`config.mk`:
```
export PLATFORM = sky130hd
export DESIGN_NAME = mem_wait_responder
export DESIGN_NICKNAME = d
export VERILOG_FILES = /design/src/rtl/mem_pkg.sv /design/src/rtl/mem_word_array.sv /design/src/rtl/mem_wait_responder.sv
export SDC_FILE = /design/constraint.sdc
export NUM_CORES = 2
export LEC_CHECK = 0
export CAP_MARGIN = 20
export CORE_ASPECT_RATIO = 0.6
export CORE_MARGIN = 2
export CORE_UTILIZATION = 55
export CTS_CLUSTER_SIZE = 16
export DETAILED_ROUTE_END_ITERATION = 10
export GPL_ROUTABILITY_DRIVEN = 1
export PLACE_DENSITY = 0.82
export SLEW_MARGIN = 20
export SYNTH_ARGS = -nofsm -noshare
export SYNTH_HDL_FRONTEND = slang
export SYNTH_HIERARCHICAL = 1
export SYNTH_SLANG_ARGS = --single-unit
```
`constraint.sdc`:
```
create_clock -name clk -period 6.1 [get_ports clk]
set_input_delay 1.22 -clock clk [delete_from_list [all_inputs] [get_ports clk]]
set_output_delay 1.22 -clock clk [all_outputs]
set_load 0.05 [all_outputs]
```
`src/rtl/mem_pkg.sv`:
```
// Shared types and request checks for the multicycle memory responder.
package mem_pkg;

    typedef enum logic [1:0] {IDLE, WAIT, RESPOND} state_t;
    typedef enum logic [1:0] {OP_READ, OP_WRITE, OP_BAD} op_t;

    localparam int unsigned WORD_BYTES = 4;

    // A request faults if it is misaligned, beyond the array, or both read and write.
    function automatic logic req_fault(input logic [31:0] addr, input logic rd, input logic wr,
                                       input int unsigned depth);
        logic [31:0] word;
        word = addr / WORD_BYTES;
        return (addr[1:0] != 2'b00) || (word >= depth) || (rd && wr);
    endfunction

    function automatic op_t decode_op(input logic rd, input logic wr);
        if (rd && wr) begin
            return OP_BAD;
        end else if (wr) begin
            return OP_WRITE;
        end
        return OP_READ;
    endfunction

endpackage

```
`src/rtl/mem_word_array.sv`:
```
// Single-port word RAM with write enable and a registered, enabled read port. No reset.
module mem_word_array #(
    parameter int unsigned DATA_W = 32,
    parameter int unsigned DEPTH  = 64,
    localparam int unsigned IDX_W = $clog2(DEPTH)
) (
    input  logic              clk,
    input  logic              we,
    input  logic              re,
    input  logic [IDX_W-1:0]  idx,
    input  logic [DATA_W-1:0] wdata,
    output logic [DATA_W-1:0] rdata
);

    logic [DATA_W-1:0] mem [DEPTH];

    always_ff @(posedge clk) begin
        if (we) begin
            mem[idx] <= wdata;
        end
        if (re) begin
            rdata <= mem[idx];
        end
    end

endmodule

```
`src/rtl/mem_wait_responder.sv`:
```
// Memory-side responder: accepts one request, waits LATENCY edges, then pulses ready
// (with err on faulted requests) for one cycle.
module mem_wait_responder
    import mem_pkg::*;
#(
    parameter int unsigned DATA_W  = 32,
    parameter int unsigned DEPTH   = 64,
    parameter int unsigned LATENCY = 2
) (
    input  logic              clk,
    input  logic              rst,
    input  logic              mem_read,
    input  logic              mem_write,
    input  logic [31:0]       addr,
    input  logic [DATA_W-1:0] wdata,
    output logic [DATA_W-1:0] rdata,
    output logic              ready,
    output logic              busy,
    output logic              err
);

    localparam int unsigned IDX_W = $clog2(DEPTH);
    localparam int unsigned CNT_W = (LATENCY > 1) ? $clog2(LATENCY) : 1;

    if (LATENCY < 1) begin : g_bad_latency
        $error("mem_wait_responder: LATENCY must be at least 1");
    end

    state_t             state;
    logic [CNT_W-1:0]   cnt;
    op_t                op;
    logic               fault;
    logic [IDX_W-1:0]   idx;
    logic [DATA_W-1:0]  wdata_q;
    logic               rvalid;
    logic               commit;
    logic               ram_we;
    logic               ram_re;
    logic [DATA_W-1:0]  ram_rdata;

    // The edge leaving WAIT with cnt==0 is the commit edge, LATENCY edges after acceptance.
    always_comb begin
        commit = (state == WAIT) && (cnt == '0);
        ram_we = commit && (op == OP_WRITE) && !fault;
        ram_re = commit && (op == OP_READ) && !fault;
    end

    always_ff @(posedge clk or posedge rst) begin
        if (rst) begin
            state   <= IDLE;
            cnt     <= '0;
            op      <= OP_READ;
            fault   <= 1'b0;
            idx     <= '0;
            wdata_q <= '0;
            ready   <= 1'b0;
            busy    <= 1'b0;
            err     <= 1'b0;
            rvalid  <= 1'b0;
        end else begin
            unique case (state)
                IDLE: begin
                    ready <= 1'b0;
                    err   <= 1'b0;
                    if (mem_read || mem_write) begin
                        state   <= WAIT;
                        busy    <= 1'b1;
                        cnt     <= CNT_W'(LATENCY - 1);
                        op      <= decode_op(mem_read, mem_write);
                        fault   <= req_fault(addr, mem_read, mem_write, DEPTH);
                        idx     <= addr[2 +: IDX_W];
                        wdata_q <= wdata;
                    end else begin
                        busy <= 1'b0;
                    end
                end
                WAIT: begin
                    if (cnt == '0) begin
                        state <= RESPOND;
                        ready <= 1'b1;
                        err   <= fault;
                        // Faulted transactions force rdata to zero until the next good read.
                        if (fault) begin
                            rvalid <= 1'b0;
                        end else if (op == OP_READ) begin
                            rvalid <= 1'b1;
                        end
                    end else begin
                        cnt <= cnt - 1'b1;
                    end
                end
                RESPOND: begin
                    state <= IDLE;
                    ready <= 1'b0;
                    busy  <= 1'b0;
                    err   <= 1'b0;
                end
                default: begin
                    state <= IDLE;
                end
            endcase
        end
    end

    mem_word_array #(
        .DATA_W(DATA_W),
        .DEPTH (DEPTH)
    ) u_array (
        .clk  (clk),
        .we   (ram_we),
        .re   (ram_re),
        .idx  (idx),
        .wdata(wdata_q),
        .rdata(ram_rdata)
    );

    assign rdata = rvalid ? ram_rdata : '0;

endmodule
```
==> impl_metrics.csv <==
group,metric,value,unit
clocking,cts_setup_buffers,0,
sta,relSlewSlack,0.194,
detailed_routing,antenna_left,0,
global_route,grt_pass1_vias,45631,
clocking,htree_levels,4,
synth,synth.avg_cell_area,18.5,um^2
worst_setup_path,cpMaxStageDelayCell,"a2111oi_1",
synth,muxShareOfSynthArea,0.0842,
worst_setup_path,crit_family,"compound AO/OA/AOI/OAI gates",
global_route,grt_usage,0.293,
min_path,whs_path_depth,1,
synth,synth_ff_type,"edfxtp_1",
sta,min_period,4.63,ns
detailed_routing,dr.first_iter.drc_count,9613,
min_path,hold_class,"reg -> reg",
synth,ys_ff_latch,2128,
synth,async_flop_share,0.0226,
sta,fin_skew,0.0303,ns
place,routabilityCongestion,0.887,
synth,yosysMostFrequentCell,"edfxtp_1",
global_route,grt_antenna_before_repair,4,
floorplanning,rows,109,
sta,setup_violations,0,
floorplanning,pin_count,103,
synth,synth_compound_area_frac,0.0848,
synth,yosys.area.top_type,"edfxtp_1",
clocking,cts_buffers,176,
worst_setup_path,cp-startpoint,"idx[2]$_DFFE_PP0P_",
worst_setup_path,cp_max_fo,105,
synth,synth-simple-area-share,0.0313,
synth,synth_xor_area_frac,0,
floorplanning,die_area,151000,um^2
synth,netlist.area_leader.share,0.768,
min_path,worstHoldEndpoint,"busy$_DFFE_PP0N_",
layout,nets,4610,
clocking,path_clk_slew,0.07,ns
clocking,clk_latency,0.81,ns
floorplanning,core_area,147000,um^2
worst_setup_path,r2r_end,"u_array/rdata[16]$_DFFE_PP_",
power,irDropWorstVdd,0.000394,V
detailed_routing,remaining_drc_errors,0,
worst_setup_path,ff2ff_path_depth,7,
sta,hold_viol,0,
worst_setup_path,r2r_start,"idx[2]$_DFFE_PP0P_",
sta,max_freq,216,MHz
clocking,cts_resized,0,
synth,synth_edf_count,2080,
detailed_routing,avgViaCountPerCell,7.10,
sta,rsz0062_at_grt,"no",
synth,yosys_warnings,6,
worst_setup_path,worst_setup_path_end_kind,"flip-flop",
worst_setup_path,r2r_slack,1.47,ns
sta,fin_crit_sh,0.758,
layout,fillCellCount,9473,
synth,ys_types,63,
clocking,ctsRootBufferMaster,"clkbuf_16",
worst_setup_path,start_kind,"flip-flop",
power,power,44.3,mW
global_route,overflow,0,
detailed_routing,wl,224,mm
detailed_routing,dr.pass1.iters,7,
floorplanning,initial_core_util,0.553,
synth,yosys-top-cells-area,"edfxtp_1 77%, mux2i_1 3.2%, mux4_2 2.7%, mux2_2 2.5%, a221oi_1 1.9%",
run_status,status,"finished clean",
clocking,postCtsHoldBufs,0,
min_path,min-delay-start,"busy$_DFFE_PP0N_",
worst_setup_path,required,6.56,ns
layout,layout-drive-gt1-share,0.177,
worst_setup_path,critical_path_arrival,5.09,ns
synth,seq_area_frac_synth,0.782,
clocking,cts_max_path_buffers,3,
worst_setup_path,path_buf_inv,2,
place,port_buffers,102,
layout,fin_util,0.623,
power,power_density,484,nW/um^2
global_route,grt_max_degree,115,
sta,tns,0,ns
sta,tightest_slew,1.21,ns
worst_setup_path,criticalPathCategory,"reg -> reg",
synth,synth_fp_nets,4469,
flow_run,timing.max_cap.violations,0,
detailed_routing,vias,47084,
clocking,cts_num_sinks,2128,
synth,syn-cell-area,81400,um^2
synth,netlist_instances,4401,
sta,drv_slew,0,
detailed_routing,routedWlPerCell,33.8,um
layout,synthToLayoutAreaGrowth,12.5,%
worst_setup_path,cp_slowest_stage_delay,0.95,ns
floorplanning,fp.dieW,501,um
clocking,cts_tree,"built",
floorplanning,die_h,302,um
worst_setup_path,path_cells,"buf_12 -> nor2_4 -> buf_4 -> a221oi_1 -> a211oi_1 -> a2111oi_1 -> nand3_1",
global_route,grt_pass1_wl,320,mm
power,p_leak,29.2,nW
synth,netlist_top_cells_count,"2080 x edfxtp_1, 260 x mux2i_1, 188 x a22oi_1",
synth,synth_fa_ha_area_frac,0,
synth,synth_top_family_by_area,"compound AO/OA/AOI/OAI gates",
place,dp.final_hpwl,127,mm
-- worst max path at each step --
stage	cells past startpoint	endpoint	slack [ns]
2_1_floorplan	3	u_array/rdata[0]$_DFFE_PP_	1.67
5_1_grt	7	u_array/rdata[16]$_DFFE_PP_	1.46
3_3_place_gp	8	u_array/rdata[14]$_DFFE_PP_	0.96
3_5_place_dp	7	u_array/rdata[16]$_DFFE_PP_	1.59
4_1_cts	7	u_array/rdata[16]$_DFFE_PP_	1.55
6_report	7	u_array/rdata[16]$_DFFE_PP_	1.47
-- worst register-to-register path: stages, from the launching register on --
cell,delay [ns]
dfrtp_4,0.94
buf_12,0.68
nor2_4,0.41
buf_4,0.37
a221oi_1,0.44
a211oi_1,0.21
a2111oi_1,0.95
nand3_1,0.30
-- kinds of logic (layout without fill, tap and decap cells) --
family          count (synthesis)  count (layout)
flops                        2128            2128
buf+inv                       312             599
compound gates                942             942
simple gates                  478             478
other cells                     0               4
mux                           541             541
-- sequential cells by signal, summed over array words and instances, names as in the netlist --
signal	count
u_array/mem	2048
u_array/rdata	32
wdata_q	32
idx	6
op	2
state	2
busy	1
cnt	1
err	1
fault	1
ready	1
rvalid	1
-- stage by stage --
step / std cells / worst slack [ns] / instance area, um^2 / hold slack, ns
floorplan: 4401 / 1.67 / 81400 / 0.490
global placement: 6302 / 0.964 / 85700 / 0.477
detailed placement: 6304 / 1.59 / 85700 / 0.480
CTS: 6628 / 1.55 / 91500 / 0.495
global route: 6630 / 1.46 / 91500 / 0.500
finish: 6634 / 1.47 / 91500 / 0.494
-- final cells by class --
| type | count | area (um^2) | share of cell area |
|---|---|---|---|
| diodes | 4 | 10.0 | 0.000109 |
| inverters | 6 | 30.0 | 0.000328 |
| flip-flops and latches | 2128 | 63700 | 0.696 |
| clock buffers | 214 | 4650 | 0.0508 |
| well taps | 1942 | 2430 | 0.0265 |
| multi-input cells | 1961 | 16900 | 0.185 |
| repair buffers | 269 | 2700 | 0.0295 |
| clock inverters | 110 | 1070 | 0.0116 |
-- power breakdown --
| part | internal, mW | leakage [nW] | switching [mW] |
|---|---|---|---|
| logic | 4.26 | 7.18 | 8.70 |
| registers | 18.5 | 19.2 | 1.47 |
| clock network | 6.18 | 2.80 | 5.24 |
-- layer usage --
metal,global-route usage,part of all wire,vias up,wire [um]
met3,0.0914,0.17,618,37900
met1,0.426,0.36,23367,80200
met5,0,0.00012,-,27
li1,-,-,18491,-
met4,0.118,0.044,4,9760
met2,0.417,0.43,4604,96400
-- placed cells by master, fill, tap and decap left out, types with 68 or more instances in the layout --
cell type        count
a21oi_1            123
mux2i_1            260
o22ai_1             93
o22a_1              70
edfxtp_1          2080
mux2_2             182
mux4_2              96
and3_1              85
nor2_1              79
clkbuf_16          179
buf_4              134
a22oi_1            188
o21ai_0             85
a221oi_1           175
nor2_4              68
clkdlybuf4s50_1    102
No activity file was read; power rests on OpenSTA's default activity.
